### config.mk
export PLATFORM = sky130hd
export DESIGN_NAME = hazard_ctrl
export DESIGN_NICKNAME = d
export VERILOG_FILES = /design/src/rtl/hazard_ctrl.sv
export SDC_FILE = /design/constraint.sdc
export NUM_CORES = 1
export LEC_CHECK = 0
export BUFFER_PORTS_ARGS = -buffer_cell sky130_fd_sc_hd__buf_2
export CORE_MARGIN = 1.5
export CORE_UTILIZATION = 35
export CTS_CLUSTER_DIAMETER = 120
export DETAILED_ROUTE_END_ITERATION = 10
export PLACE_DENSITY = 0.77
export SLEW_MARGIN = 30
export SYNTH_ARGS = -nofsm -noshare
export SYNTH_HDL_FRONTEND = slang
export SYNTH_SLANG_ARGS = --single-unit
### constraint.sdc
create_clock -name clk -period 4.15 [get_ports clk]
set_input_delay 0.2075 -clock clk [delete_from_list [all_inputs] [get_ports clk]]
set_output_delay 0.2075 -clock clk [all_outputs]
set_load 0.03 [all_outputs]
### src/rtl/hazard_ctrl.sv
// ============================================================================
// hazard_ctrl
// ----------------------------------------------------------------------------
// Purpose:
//   Pipeline hazard controller for a five-stage MIPS-style pipeline. It
//   handles load-use stalls, HI/LO read-after-multiply/divide stalls, and
//   branch/jump flushes. It also redirects the PC to the exception vector,
//   produces EX-stage operand forwarding selects, and counts the busy cycles
//   of the multiply/divide unit.
//
// Configuration:
//   HAZARD_CTRL_FWD_EN  defined   -> MEM/WB to EX operand forwarding enabled.
//                       undefined -> no forwarding (fwd_a/fwd_b stay 00).
//                                    Any ID source that matches a pending
//                                    MEM write or an EX load stalls instead.
//
// Parameters:
//   MULT_CYCLES  busy cycles a multiply occupies HI/LO (default 12)
//   DIV_CYCLES   busy cycles a divide occupies HI/LO   (default 35)
//
// Ports:
//   clk, rst                 clock, synchronous active-high reset
//   id_rs, id_rt             source registers of the instruction in ID
//   id_mfhilo                ID instruction reads HI or LO
//   br_taken, jump           branch taken / jump decoded in ID
//   exception                exception detected in ID
//   ex_rs, ex_rt             source registers of the instruction in EX
//   ex_mem_read              EX instruction is a load
//   md_start, md_div         multiply/divide issues in EX (md_div: 1 = divide)
//   mem_rd, mem_reg_write    MEM destination register and write enable
//   wb_rd, wb_reg_write      WB destination register and write enable
//   pc_write, if_id_write    PC and IF/ID register enables
//   if_id_flush              clear IF/ID to a NOP
//   id_ex_bubble             insert a NOP into ID/EX
//   except                   PC mux selects the exception vector
//   fwd_a, fwd_b             EX operand source: 00 regfile, 10 MEM, 01 WB
//   md_busy                  HI/LO not yet valid
// ============================================================================
module hazard_ctrl #(
    parameter int MULT_CYCLES = 12,
    parameter int DIV_CYCLES  = 35
) (
    input  logic       clk,
    input  logic       rst,
    input  logic [4:0] id_rs,
    input  logic [4:0] id_rt,
    input  logic       id_mfhilo,
    input  logic       br_taken,
    input  logic       jump,
    input  logic       exception,
    input  logic [4:0] ex_rs,
    input  logic [4:0] ex_rt,
    input  logic       ex_mem_read,
    input  logic       md_start,
    input  logic       md_div,
    input  logic [4:0] mem_rd,
    input  logic       mem_reg_write,
    input  logic [4:0] wb_rd,
    input  logic       wb_reg_write,
    output logic       pc_write,
    output logic       if_id_write,
    output logic       if_id_flush,
    output logic       id_ex_bubble,
    output logic       except,
    output logic [1:0] fwd_a,
    output logic [1:0] fwd_b,
    output logic       md_busy
);

    localparam int MAX_CYCLES = (DIV_CYCLES > MULT_CYCLES) ? DIV_CYCLES : MULT_CYCLES;
    localparam int CNT_W      = $clog2(MAX_CYCLES + 1);

    typedef enum logic {
        RUN      = 1'b0,
        EXC_MASK = 1'b1
    } state_t;

    state_t             state_q, state_d;
    logic [CNT_W-1:0]   cnt_q, cnt_d;

    logic               busy;
    logic               exc_take;
    logic               load_use;
    logic               hilo_haz;
    logic               dep_stall;
    logic               stall;
    logic [1:0]         fwd_a_raw;
    logic [1:0]         fwd_b_raw;

    assign busy = (cnt_q != '0);

    // An exception is only honoured in RUN; the cycle after one is masked so
    // that a fault held for two cycles cannot redirect the PC twice.
    assign exc_take = (state_q == RUN) && exception;

    assign load_use = ex_mem_read && (ex_rt != 5'd0) &&
                      ((ex_rt == id_rs) || (ex_rt == id_rt));

    // md_start counts as well as md_busy: an mfhi/mflo directly behind the
    // issuing multiply would otherwise read stale HI/LO.
    assign hilo_haz = id_mfhilo && (busy || md_start);

`ifdef HAZARD_CTRL_FWD_EN
    // MEM is checked first so the youngest producer wins over WB.
    function automatic logic [1:0] fwdSel(input logic [4:0] src);
        if (mem_reg_write && (mem_rd != 5'd0) && (mem_rd == src)) begin
            return 2'b10;
        end
        if (wb_reg_write && (wb_rd != 5'd0) && (wb_rd == src)) begin
            return 2'b01;
        end
        return 2'b00;
    endfunction

    assign fwd_a_raw = fwdSel(ex_rs);
    assign fwd_b_raw = fwdSel(ex_rt);
    assign dep_stall = 1'b0;
`else
    // Without forwarding the ID instruction must wait until a pending MEM
    // write has retired. WB needs no check because the register file
    // writes before it reads.
    logic unused_fwd;

    assign fwd_a_raw  = 2'b00;
    assign fwd_b_raw  = 2'b00;
    assign dep_stall  = mem_reg_write && (mem_rd != 5'd0) &&
                        ((mem_rd == id_rs) || (mem_rd == id_rt));
    assign unused_fwd = ^{ex_rs, wb_rd, wb_reg_write};
`endif

    assign stall = load_use || hilo_haz || dep_stall;

    // State register for the exception mask FSM.
    always_ff @(posedge clk) begin
        if (rst) begin
            state_q <= RUN;
        end else begin
            state_q <= state_d;
        end
    end

    // Next-state and pipeline control. Priority from highest to lowest is
    // reset, exception, stall, branch/jump flush. A branch under a stall
    // simply waits: ID keeps presenting it until the stall clears.
    always_comb begin
        state_d      = state_q;
        pc_write     = 1'b1;
        if_id_write  = 1'b1;
        if_id_flush  = 1'b0;
        id_ex_bubble = 1'b0;
        except       = 1'b0;

        case (state_q)
            RUN:      if (exception) state_d = EXC_MASK;
            EXC_MASK: state_d = RUN;
            default:  state_d = RUN;
        endcase

        if (!rst) begin
            if (exc_take) begin
                except       = 1'b1;
                pc_write     = 1'b1;
                if_id_write  = 1'b1;
                if_id_flush  = 1'b1;
                id_ex_bubble = 1'b1;
            end else if (stall) begin
                pc_write     = 1'b0;
                if_id_write  = 1'b0;
                id_ex_bubble = 1'b1;
            end else if (br_taken || jump) begin
                if_id_flush  = 1'b1;
            end
        end
    end

    // Multiply/divide busy counter. A new issue always reloads, which aborts
    // any operation still in flight. The counter otherwise counts down and
    // stops at zero. Exceptions deliberately leave it alone.
    always_comb begin
        cnt_d = cnt_q;
        if (md_start) begin
            cnt_d = md_div ? CNT_W'(DIV_CYCLES) : CNT_W'(MULT_CYCLES);
        end else if (busy) begin
            cnt_d = cnt_q - CNT_W'(1);
        end
    end

    always_ff @(posedge clk) begin
        if (rst) begin
            cnt_q <= '0;
        end else begin
            cnt_q <= cnt_d;
        end
    end

    assign fwd_a   = rst ? 2'b00 : fwd_a_raw;
    assign fwd_b   = rst ? 2'b00 : fwd_b_raw;
    assign md_busy = !rst && busy;

endmodule

==> results of run 1 <==
==> power groups by stage <==
stage	Clock [W]	Combinational, W	Sequential [W]
finish	0.0000648	0.000124	0.0000814
global route	0.0000699	0.000136	0.0000819
CTS	0.0000647	0.000124	0.0000813
detailed placement	0	0.000122	0.0000827
global placement	0	0.000118	0.0000822
floorplan	0	0.0000895	0.0000812
==> cells by family (layout without fill, tap and decap cells) <==
kind of cell | Yosys count | count (layout) | synth area share
DFF | 7 | 7 | 0.1965
and+or+nand+nor | 32 | 32 | 0.2386
AOI/OAI and AO/OA | 14 | 14 | 0.1439
buffers and inverters | 9 | 42 | 0.07368
xor gates and xnor gates | 25 | 25 | 0.3070
other | 1 | 4 | 0.005258
adders and majority gates | 2 | 2 | 0.03508
==> layout make-up <==
type                       instances  area share
timing repair buffer              35      0.1907
inverter                           3     0.01226
multi-input combinational         77      0.5790
sequential                         7      0.1526
tap                               27     0.03678
clock buffer                       4     0.02861
==> flip-flops by register name, summed over array words and instances, names as in the netlist <==
signal   cells
cnt_q        6
state_q      1
==> how the worst min path moves through the flow <==
stage,start,endpoint,cells after the start
final,exception,state_q$_SDFF_PP0_,3
after floorplan,exception,state_q$_SDFF_PP0_,2
after global placement,exception,state_q$_SDFF_PP0_,3
after detailed placement,exception,state_q$_SDFF_PP0_,3
after CTS,exception,state_q$_SDFF_PP0_,3
after global routing,rst,cnt_q[3]$_SDFFE_PP0N_,2
==> metal layers <==
metal | vias to the layer above | routed length, µm
met2 | 22 | 958
li1 | 369 | -
met5 | - | 0
met1 | 336 | 721
met4 | 0 | 19
met3 | 2 | 59
==> worst reg2reg max path, cell delays in order, from the launching register on <==
cell	delay [ns]
dfxtp_1	0.37
inv_1	0.10
ha_1	0.22
nand3b_1	0.19
nor2b_1	0.32
nand2_1	0.09
a21oi_1	0.14
==> cell usage after synthesis <==
cell / number
or4_1: 2
a22oi_1: 1
nand3_1: 3
dfxtp_1: 7
o21a_1: 1
inv_1: 3
a211o_1: 1
nor3_2: 4
o21ai_1: 1
nor2b_1: 3
o221ai_2: 1
nor2_1: 12
conb_1: 1
nand3b_1: 1
nor3_1: 2
xnor2_1: 9
o21a_2: 1
clkbuf_1: 1
xor2_1: 16
a31oi_1: 1
a31o_1: 1
ha_1: 2
o21ai_0: 1
a21oi_1: 4
a221o_1: 1
buf_4: 5
nand2_1: 5
==> cell usage in the layout (no fill, tap or decap), types with 2 or more instances in the layout <==
cell      Yosys  routed
a21oi_1       4       4
buf_2         0      35
clkbuf_4      0       3
conb_1        1       4
dfxtp_1       7       7
ha_1          2       2
inv_1         3       3
nand2_1       5       5
nand3_1       3       3
nor2_1       12      12
nor2b_1       3       3
nor3_1        2       2
nor3_2        4       4
or4_1         2       2
xnor2_1       9       9
xor2_1       16      16
==> through the flow <==
stage	util	cells	hold slack (ns)
2_1_floorplan	-	93	0.3714
3_3_place_gp	0.4594	149	0.4817
3_5_place_dp	0.4594	149	0.4932
4_1_cts	0.4729	153	0.2340
5_1_grt	0.4729	153	0.2763
6_report	0.4729	153	0.2356
==> results.md, run 1 <==
* Clock Path Buffers at 2
* P per Cell Area at 294.6 nW/µm²
* Register area at 140.1 µm²
* Register area share after synthesis at 0.1965
* Worst EP arrival at 1.91 ns
* Synth Instances at 90
* Worst setup SP type: flip-flop
* Synth warnings at 0
* Multi-input gate area at 531.8 µm²
* Fill count at 188
* I/O pin cnt at between 50 and 60
* CP startpoint: cnt_q[0]$_SDFFE_PP0N_
* Core ar. at 1942 µm²
* Slowest-stage cell, CP: dfxtp_1
* Post-synth top area cell: dfxtp_1
* Largest net degree at the start of global routing at 13
* Vias per cell at around 4.8
* Initial antenna violation count at 0
* Starting Density at 0.3673
* Clock Skews at 0.001218 ns
* DIE WIDTH at about 48 µm
* Total gr overflow at 0
* Share of cells above drive strength 1 at 0.3492
* 1st-iter DRT viols at 24
* Sw frac at 0.3885
* Critical Path Fanout Max at 6
* Hpwl dp at around 1.5 mm
* First-pass GRT wire length at 2.594 mm
* Area growth syn-to-layout at 28.77%
* Worst hold path type: input pin to flip-flop
* Crit path capture type: primary output
* Synth Area per Inst at 7.924 µm²
* IO buf count at 35
* Total GRT Usage at 0.1623
* Static Leakage at 0.4183 nW
* Final Cycle Share at 0.5092
* Met1 Use GR at 0.1978
* Met2 Track Usage GR at 0.2816
* Fmax at about 470 MHz
* Final setup TNS at 0 ns
* Max-Cap Viols at 0
* Status: completed
* Setup slack, reg-to-reg at 2.66 ns
* Tmin final at between 2 and 2.5 ns
* Cell Chain, Critical Path: inv_1 > ha_1 > nand3b_1 > o21ai_0 > o21a_2 > a221o_1 > buf_2
* Worst path max stage delay at 0.37 ns
* Levels on crit path at 7
* Gpl congestion at 0.8632
* Buf+Inv Stages, Crit Path at 2
* WL per Instance at 11.50 µm
* R2R Path End: cnt_q[5]$_SDFFE_PP0N_
* Unrepaired setup endpoints after global routing: no
* Reg2Reg Depth at 6
* WP data required at 3.94 ns
* Worst vdd ir at 0.1691 mV
* Fin area at roughly 900 µm²
* Register bit total from synthesis at 7
* Clock Sinks at 7
* Int Pwr at 0.0001654 W
* Nets at 170
* First drt pass iteration count at 4
* Via Count at 729
* Placed Instance Area at 892.1 µm²
* Synthesized cell area at 713.2 µm²
* Most area-consuming cells after synthesis: dfxtp_1, xor2_1, xnor2_1
* Reg power frac at 0.301
* Final wirelength at 1.759 mm
* Crit Path Class: flip-flop to primary output
* Post-CTS Setup Bufs at 0
* Root Buffer: clkbuf_4
* Clock Pin Slew Worst Setup and Hold Paths at approximately 0.060 ns
* Top Usage Layer GRT: met2
* Pre-CTS setup slack at between 2 and 2.5 ns
* Endpoints failing setup at 0
* Sw Pwr at approximately 0.00011 W
* Crit path capture: pc_write
* Post-CTS resize count at 0
* CTS Buf Count at 3
* Comb pwr share at 0.459
* Synth cell types at 27
* Cell Rows at 16
* Reg2reg start: cnt_q[0]$_SDFFE_PP0N_
* Die ar. at 2317 µm²
* TritonCTS clock tree: done
* Setup ws final at 2.037 ns
* Met3 Usage GRT at 0.03333
* Synth top area share at 0.1965
* Hold Vio Cnt, Final at 0
* Final Max Slew Viols at 0
* Clk pwr share at 0.240
* Inserted Diodes at 0
* CTS H-tree lvls at 1
* Die Ht at 48.14 µm
* Antenna viol nets, final at 0
* # DRC at 0
* Hold buffers post-CTS at 0
* Number of global-route vias before repair at 572
* Total power at 0.0002705 W
* Clk Latency, worst-skew pair at 0.25 ns
* CP delay by family, top: compound AO/OA/AOI/OAI gates
Note: power is estimated with default switching activity, not from simulation.
==> inputs of run 2 (changes only) <==
--- a/config.mk
+++ b/config.mk
@@ -5,12 +5,13 @@
 export SDC_FILE = /design/constraint.sdc
 export NUM_CORES = 1
 export LEC_CHECK = 0
+export ABC_AREA = 1
 export BUFFER_PORTS_ARGS = -buffer_cell sky130_fd_sc_hd__buf_2
 export CORE_MARGIN = 1.5
 export CORE_UTILIZATION = 35
 export CTS_CLUSTER_DIAMETER = 120
 export DETAILED_ROUTE_END_ITERATION = 10
-export PLACE_DENSITY = 0.77
+export PLACE_DENSITY = 0.74
 export SLEW_MARGIN = 30
 export SYNTH_ARGS = -nofsm -noshare
 export SYNTH_HDL_FRONTEND = slang
==> constraint.sdc (replaced) <==
create_clock -name clk -period 2.1 [get_ports clk]
set_input_delay 0.105 -clock clk [delete_from_list [all_inputs] [get_ports clk]]
set_output_delay 0.105 -clock clk [all_outputs]
set_load 0.03 [all_outputs]
==> run 2 against run 1 <==
Synthesized cell count up 76%; die area up 17%; register-to-register slack worse by 1.8 ns; global-route usage down 1.9 points; critical path depth unchanged; final cell count up 46%.
==> results.md, run 2 <==
* Fin cells at about 220
* Unrepaired setup endpoints after global routing: no
* Share of cells above drive strength 1 at 0.2256
* Die ar. at 2701 µm²
* Top cells by count, synth: nand2_1, inv_1, nor2_1, dfxtp_1, nand3_1
* Placed Instance Area at 1023 µm²
* Synth Instances at 158
* 1st-iter DRT viols at 22
* Reg2Reg Depth at 7
* Clk Latency, worst-skew pair at 0.25 ns
* WL per Instance at a little under 8 µm
* CTS Buf Count at 3
* Most area-consuming cells after synthesis: nand2_1, dfxtp_1, inv_1
* Synthesized cell area at 839.6 µm²
* Area growth syn-to-layout at 25.04%
* Register area share after synthesis at 0.1669
* Largest register by flop count: cnt_q
* Final wirelength at 1.725 mm
* Crit path capture type: primary output
* Clock Sinks at 7
* DIE WIDTH at 51.98 µm
* Total gr overflow at 0
* Async S/R FF share, synth at 0
* P per Cell Area at ~490 nW/µm²
* Final Cycle Share at 0.7741
* Post-synth top area cell: nand2_1
* Final Max Slew Viols at 0
* Inserted Diodes at 0
* Hold Vio Cnt, Final at 0
* Worst vdd ir at roughly 0.37 mV
* Antenna viol nets, final at 0
* Hold buffers post-CTS at 0
* First-pass GRT wire length at ~3.0 mm
* Number of global-route vias before repair at 806
* Ys flop type: dfxtp_1
* Clock Path Buffers at 2
* Reg2reg start: cnt_q[0]$_SDFFE_PP0N_
* Sw Pwr at 0.0002063 W
* Endpoints failing setup at 0
* Comb pwr share at 0.453
* Clock Pin Slew Worst Setup and Hold Paths at 0.05 ns
* # DRC at 0
* Startpoint of the worst hold path: rst
* Fin area at 1050 µm²
* Synth top area share at 0.2504
* Most common cell on crit path: nand3_2
* Die Ht at ~52 µm
* Max reg flops at 6
* CTS H-tree lvls at 1
* Setup slack, reg-to-reg at 0.85 ns
* Tmin final at around 1.6 ns
* Core ar. at 2233 µm²
* CP startpoint: cnt_q[0]$_SDFFE_PP0N_
* Cell Rows at 17
* Slowest-stage cell, CP: dfxtp_1
* Top flop regs: cnt_q (6), state_q (1)
* Clk pwr share at 0.245
* Crit Path Class: flip-flop to primary output
* Worst EP arrival at 1.52 ns
* Total power at 0.0005146 W
* Register bit total from synthesis at 7
* Gpl congestion at 0.7867
* Most common cell after layout, fill and taps aside: nand2_1
* Starting Density at 0.3759
* Total GRT Usage at 0.1429
* First drt pass iteration count at 4
* Most common cell in the synthesized netlist: nand2_1
* Hpwl dp at 1.506 mm
* Synth cell types at 19
* IO buf count at 35
* Critical Path Fanout Max at 5
* Hold path cells at 2
* Via Count at 940
* I/O pin cnt at around 50
* Clock Skews at 0.001433 ns
* Worst setup SP type: flip-flop
* Nets at between 200 and 250
* R2R Path End: cnt_q[5]$_SDFFE_PP0N_
* Int Pwr at 0.0003083 W
* Static Leakage at 0.6789 nW
* Post-CTS Setup Bufs at 0
* Largest net degree at the start of global routing at 7
* Sw frac at 0.4009
* Fin Hold WS at approximately 0.088 ns
* Vias per cell at 4.215
* Synth warnings at 0
* Inst Count DP at 219
* Root Buffer: clkbuf_4
* Fmax at 615.2 MHz
* Worst hold path type: input pin to flip-flop
* Post-CTS resize count at 0
* WHS Endpoint: cnt_q[3]$_SDFFE_PP0N_
* Most frequent cells in the layout: nand2_1, buf_2, inv_1, nor2_1, dfxtp_1
* TritonCTS clock tree: done
* Initial antenna violation count at 0
* Final setup TNS at 0 ns
* WP data required at 2.00 ns
* Number of flops mapped to enable cells by yosys at 0
* Cell Chain, Critical Path: inv_1 > ha_1 > nand3_2 > o21ai_2 > nand3_2 > nand3_1 > buf_2
* Worst path max stage delay at between 0.2 and 0.3 ns
* Synth Area per Inst at between 5 and 6 µm²
* Reg power frac at 0.302
* Status: completed
* Max-Cap Viols at 0
-- run 2: layout make-up --
cell class	instances	area, µm²
fillers	259	1184
repair buffers	35	175.2
flip-flops and latches	7	140.1
inverters	32	120.1
clock buffers	4	26.28
well taps	28	35.03
multi-input cells	117	553.0
-- run 2: cell families after synthesis --
group | after synthesis | synth area share
adder cells (fa/ha/maj) | 2 | 0.02980
XOR/XNOR | 8 | 0.08346
flip-flops | 7 | 0.1669
AO/OA/AOI/OAI | 10 | 0.07898
AND/OR/NAND/NOR | 93 | 0.4486
other | 1 | 0.004467
buffers and inverters | 37 | 0.1878
-- run 2: worst max path at each step --
stage                        endpoint  cells past startpoint
after floorplan              pc_write                      7
after global routing      if_id_write                      7
final                     if_id_write                      7
after detailed placement     pc_write                      7
after global placement       pc_write                      7
after CTS                    pc_write                      7
-- run 2: power groups by stage --
| stage | combinational, W | clock [W] | sequential (W) |
|---|---|---|---|
| 5_1_grt | 0.000270 | 0.000140 | 0.000157 |
| 2_1_floorplan | 0.000172 | 0 | 0.000156 |
| 3_5_place_dp | 0.000235 | 0 | 0.000158 |
| 3_3_place_gp | 0.000232 | 0 | 0.000158 |
| 6_report | 0.000233 | 0.000126 | 0.000155 |
| 4_1_cts | 0.000236 | 0.000131 | 0.000155 |
-- run 2: critical path, delay by kind of cell, from the launching register on --
kind,cells,cell delay (ns)
buffers and inverters,2,0.33
flip-flops,1,0.29
AND/OR/NAND/NOR,3,0.28
adder cells (fa/ha/maj),1,0.19
AO/OA/AOI/OAI,1,0.17
-- run 2: per-stage QoR --
| stage | worst slack (ns) | utilization |
|---|---|---|
| after detailed placement | 0.7262 | 0.4583 |
| after CTS | 0.4412 | 0.4700 |
| after floorplan | 0.6183 | - |
| after global routing | 0.3062 | 0.4700 |
| after global placement | 0.7480 | 0.4583 |
| final | 0.4745 | 0.4700 |
-- run 2: metal layers --
| metal | global-route usage | wire [µm] | part of all wire | vias to the layer above |
|---|---|---|---|---|
| li1 | - | - | - | 532 |
| met1 | 0.1780 | 831 | 0.48 | 381 |
| met2 | 0.2489 | 812 | 0.47 | 27 |
| met3 | 0.03448 | 81 | 0.047 | 0 |
| met4 | 0.02632 | 0 | 0 | 0 |
| met5 | 0 | 0 | 0 | - |
==> inputs of run 3 (changes only) <==
==> constraint.sdc (replaced) <==
create_clock -name clk -period 1.6 [get_ports clk]
set_input_delay 0.08 -clock clk [delete_from_list [all_inputs] [get_ports clk]]
set_output_delay 0.08 -clock clk [all_outputs]
set_load 0.03 [all_outputs]
==> run 3 against run 2 <==
Sequential share of layout area is 0.88 points lower; critical path depth rose by 1; worst setup slack got worse by 0.41 ns; critical endpoint is now id_ex_bubble.
==> results.md, run 3 (synthesized netlist as in run 2, its figures left out) <==
* Status: completed
* Total gr overflow at 0
* Final Max Slew Viols at 0
* Final setup TNS at 0 ns
* Clock Skews at 0.0007278 ns
* Max reg flops at 6
* Die Ht at about 52 µm
* Worst hold path type: input pin to flip-flop
* First drt pass iteration count at 4
* Worst setup SP type: flip-flop
* Total GRT Usage at 0.1452
* Top flop regs: cnt_q (6), state_q (1)
* Number of global-route vias before repair at 829
* IO buf count at 35
* Tmin final at 1.539 ns
* Endpoints failing setup at 0
* Antenna viol nets, final at 0
* Cell Chain, Critical Path: inv_4 > ha_4 > nand3_4 > o21ai_4 > nand3_2 > nand2_1 > nand2_1 > buf_6
* Die ar. at 2701 µm²
* CP startpoint: cnt_q[1]$_SDFFE_PP0N_
* Worst vdd ir at 0.3601 mV
* 1st-iter DRT viols at 22
* Clock Sinks at 7
* Int Pwr at 0.0004411 W
* Largest register by flop count: cnt_q
* Largest net degree at the start of global routing at 7
* Clk pwr share at 0.224
* Worst path max stage delay at 0.33 ns
* DIE WIDTH at 51.98 µm
* Root Buffer: clkbuf_4
* Hold path cells at 2
* WHS Endpoint: cnt_q[3]$_SDFFE_PP0N_
* Area growth syn-to-layout at 35.02%
* Final Cycle Share at 0.9620
* Buf+Inv Stages, Crit Path at 2
* Sw frac at 0.4024
* WP data required at about 1.5 ns
* Crit Path Class: flip-flop to primary output
* Max-Cap Viols at 0
* Nets at 242
* Reg power frac at 0.286
* Cell Rows at 17
* Sw Pwr at between 0.0002 and 0.0003 W
* Most common cell on crit path: nand2_1
* Setup slack, reg-to-reg at 0.46 ns
* R2R Path End: cnt_q[5]$_SDFFE_PP0N_
* Vias per cell at 4.226
* Clock Path Buffers at 2
* Comb pwr share at 0.491
* Hold Vio Cnt, Final at 0
* Starting Density at 0.3759
* Hpwl dp at 1.485 mm
* Core ar. at 2233 µm²
* WL per Instance at 8.460 µm
* Slowest-stage cell, CP: dfxtp_2
* Reg2reg start: cnt_q[1]$_SDFFE_PP0N_
* CTS Buf Count at 3
* Unrepaired setup endpoints after global routing: yes
* # DRC at 0
* Most frequent cells in the layout: nand2_1, buf_2, inv_1, nor2_1, dfxtp_1
* TritonCTS clock tree: done
* Fmax at 649.7 MHz
* Worst EP arrival at between 1 and 1.5 ns
* P per Cell Area at 651.2 nW/µm²
* Static Leakage at 0.7053 nW
* Most common cell after layout, fill and taps aside: nand2_1
* Share of cells above drive strength 1 at 0.2677
* Crit path capture type: primary output
* CTS H-tree lvls at 1
* Final wirelength at 1.912 mm
* Fin Hold WS at 0.05976 ns
* Clk Latency, worst-skew pair at 0.25 ns
* CP delay by family, top: simple AND/OR/NAND/NOR gates
* Inserted Diodes at 0
* Initial antenna violation count at 0
* Clock Pin Slew Worst Setup and Hold Paths at 0.05 ns
* First-pass GRT wire length at 3.022 mm
* Startpoint of the worst hold path: rst
* Via Count at 955
* Critical Path Fanout Max at 4
* Gpl congestion at a little over 0.8
* I/O pin cnt at 51
* Reg2Reg Depth at 7
## run 3: changes by cell type in the layout (fill, tap and decap cells not counted), moves of 2 or more
cell,change
buf_4,+5
buf_6,+2
inv_1,-2
buf_2,-4
## run 3: repair_timing
| action | in CTS | in global routing |
|---|---|---|
| gates resized for setup | 4 | 14 |
| hold buffers | 0 | 0 |
| pin swaps | 0 | 3 |
| setup endpoints to repair | 4 | 4 |
| buffers inserted | 0 | 3 |
## run 3: final cells by class
type	count	area (µm²)
flip-flops and latches	7	141.4
repair buffers	38	215.2
well taps	28	35.03
clock buffers	4	26.28
inverters	32	122.6
fillers	252	1100
multi-input cells	117	593.1
## run 3: how the worst max path moves through the flow
stage	to	slack, ns	cells after the start
5_1_grt	id_ex_bubble	-0.05	8
3_5_place_dp	pc_write	0.25	7
6_report	id_ex_bubble	0.06	8
4_1_cts	id_ex_bubble	0.008	8
2_1_floorplan	pc_write	0.14	7
3_3_place_gp	pc_write	0.28	7
## run 3: power groups by stage
stage | clock [W] | sequential (W) | combinational (W)
final | 0.000165 | 0.000211 | 0.000362
after global routing | 0.000190 | 0.000213 | 0.000408
after CTS | 0.000170 | 0.000205 | 0.000313
after detailed placement | 0 | 0.000208 | 0.000307
after global placement | 0 | 0.000207 | 0.000305
after floorplan | 0 | 0.000205 | 0.000226
## run 3: worst register-to-register path, cell delays in order, from the launching register on
cell and delay, ns:
dfxtp_2 0.33, inv_4 0.07, ha_4 0.14, nand3_4 0.10, nor2_1 0.22, nor2_1 0.06
o21ai_0 0.07, inv_1 0.05
## run 3: per-stage QoR
step	instance area, µm²	instances	setup slack, ns	util	power [W]
2_1_floorplan	850.8	161	0.1433	-	0.0004311
3_3_place_gp	1023	219	0.2750	0.4583	0.0005122
3_5_place_dp	1023	219	0.2530	0.4583	0.0005147
4_1_cts	1057	223	0.008275	0.4734	0.0006873
5_1_grt	1134	226	-0.04665	0.5076	0.0008111
6_report	1134	226	0.06082	0.5076	0.0007382
## run 3: routing by layer
layer / GRT usage / vias to the layer above / wire length [µm]
li1: - / 541 / -
met1: 0.1809 / 386 / 901
met2: 0.2532 / 26 / 913
met3: 0.03448 / 2 / 82
met4: 0.02632 / 0 / 14
met5: 0 / - / 0
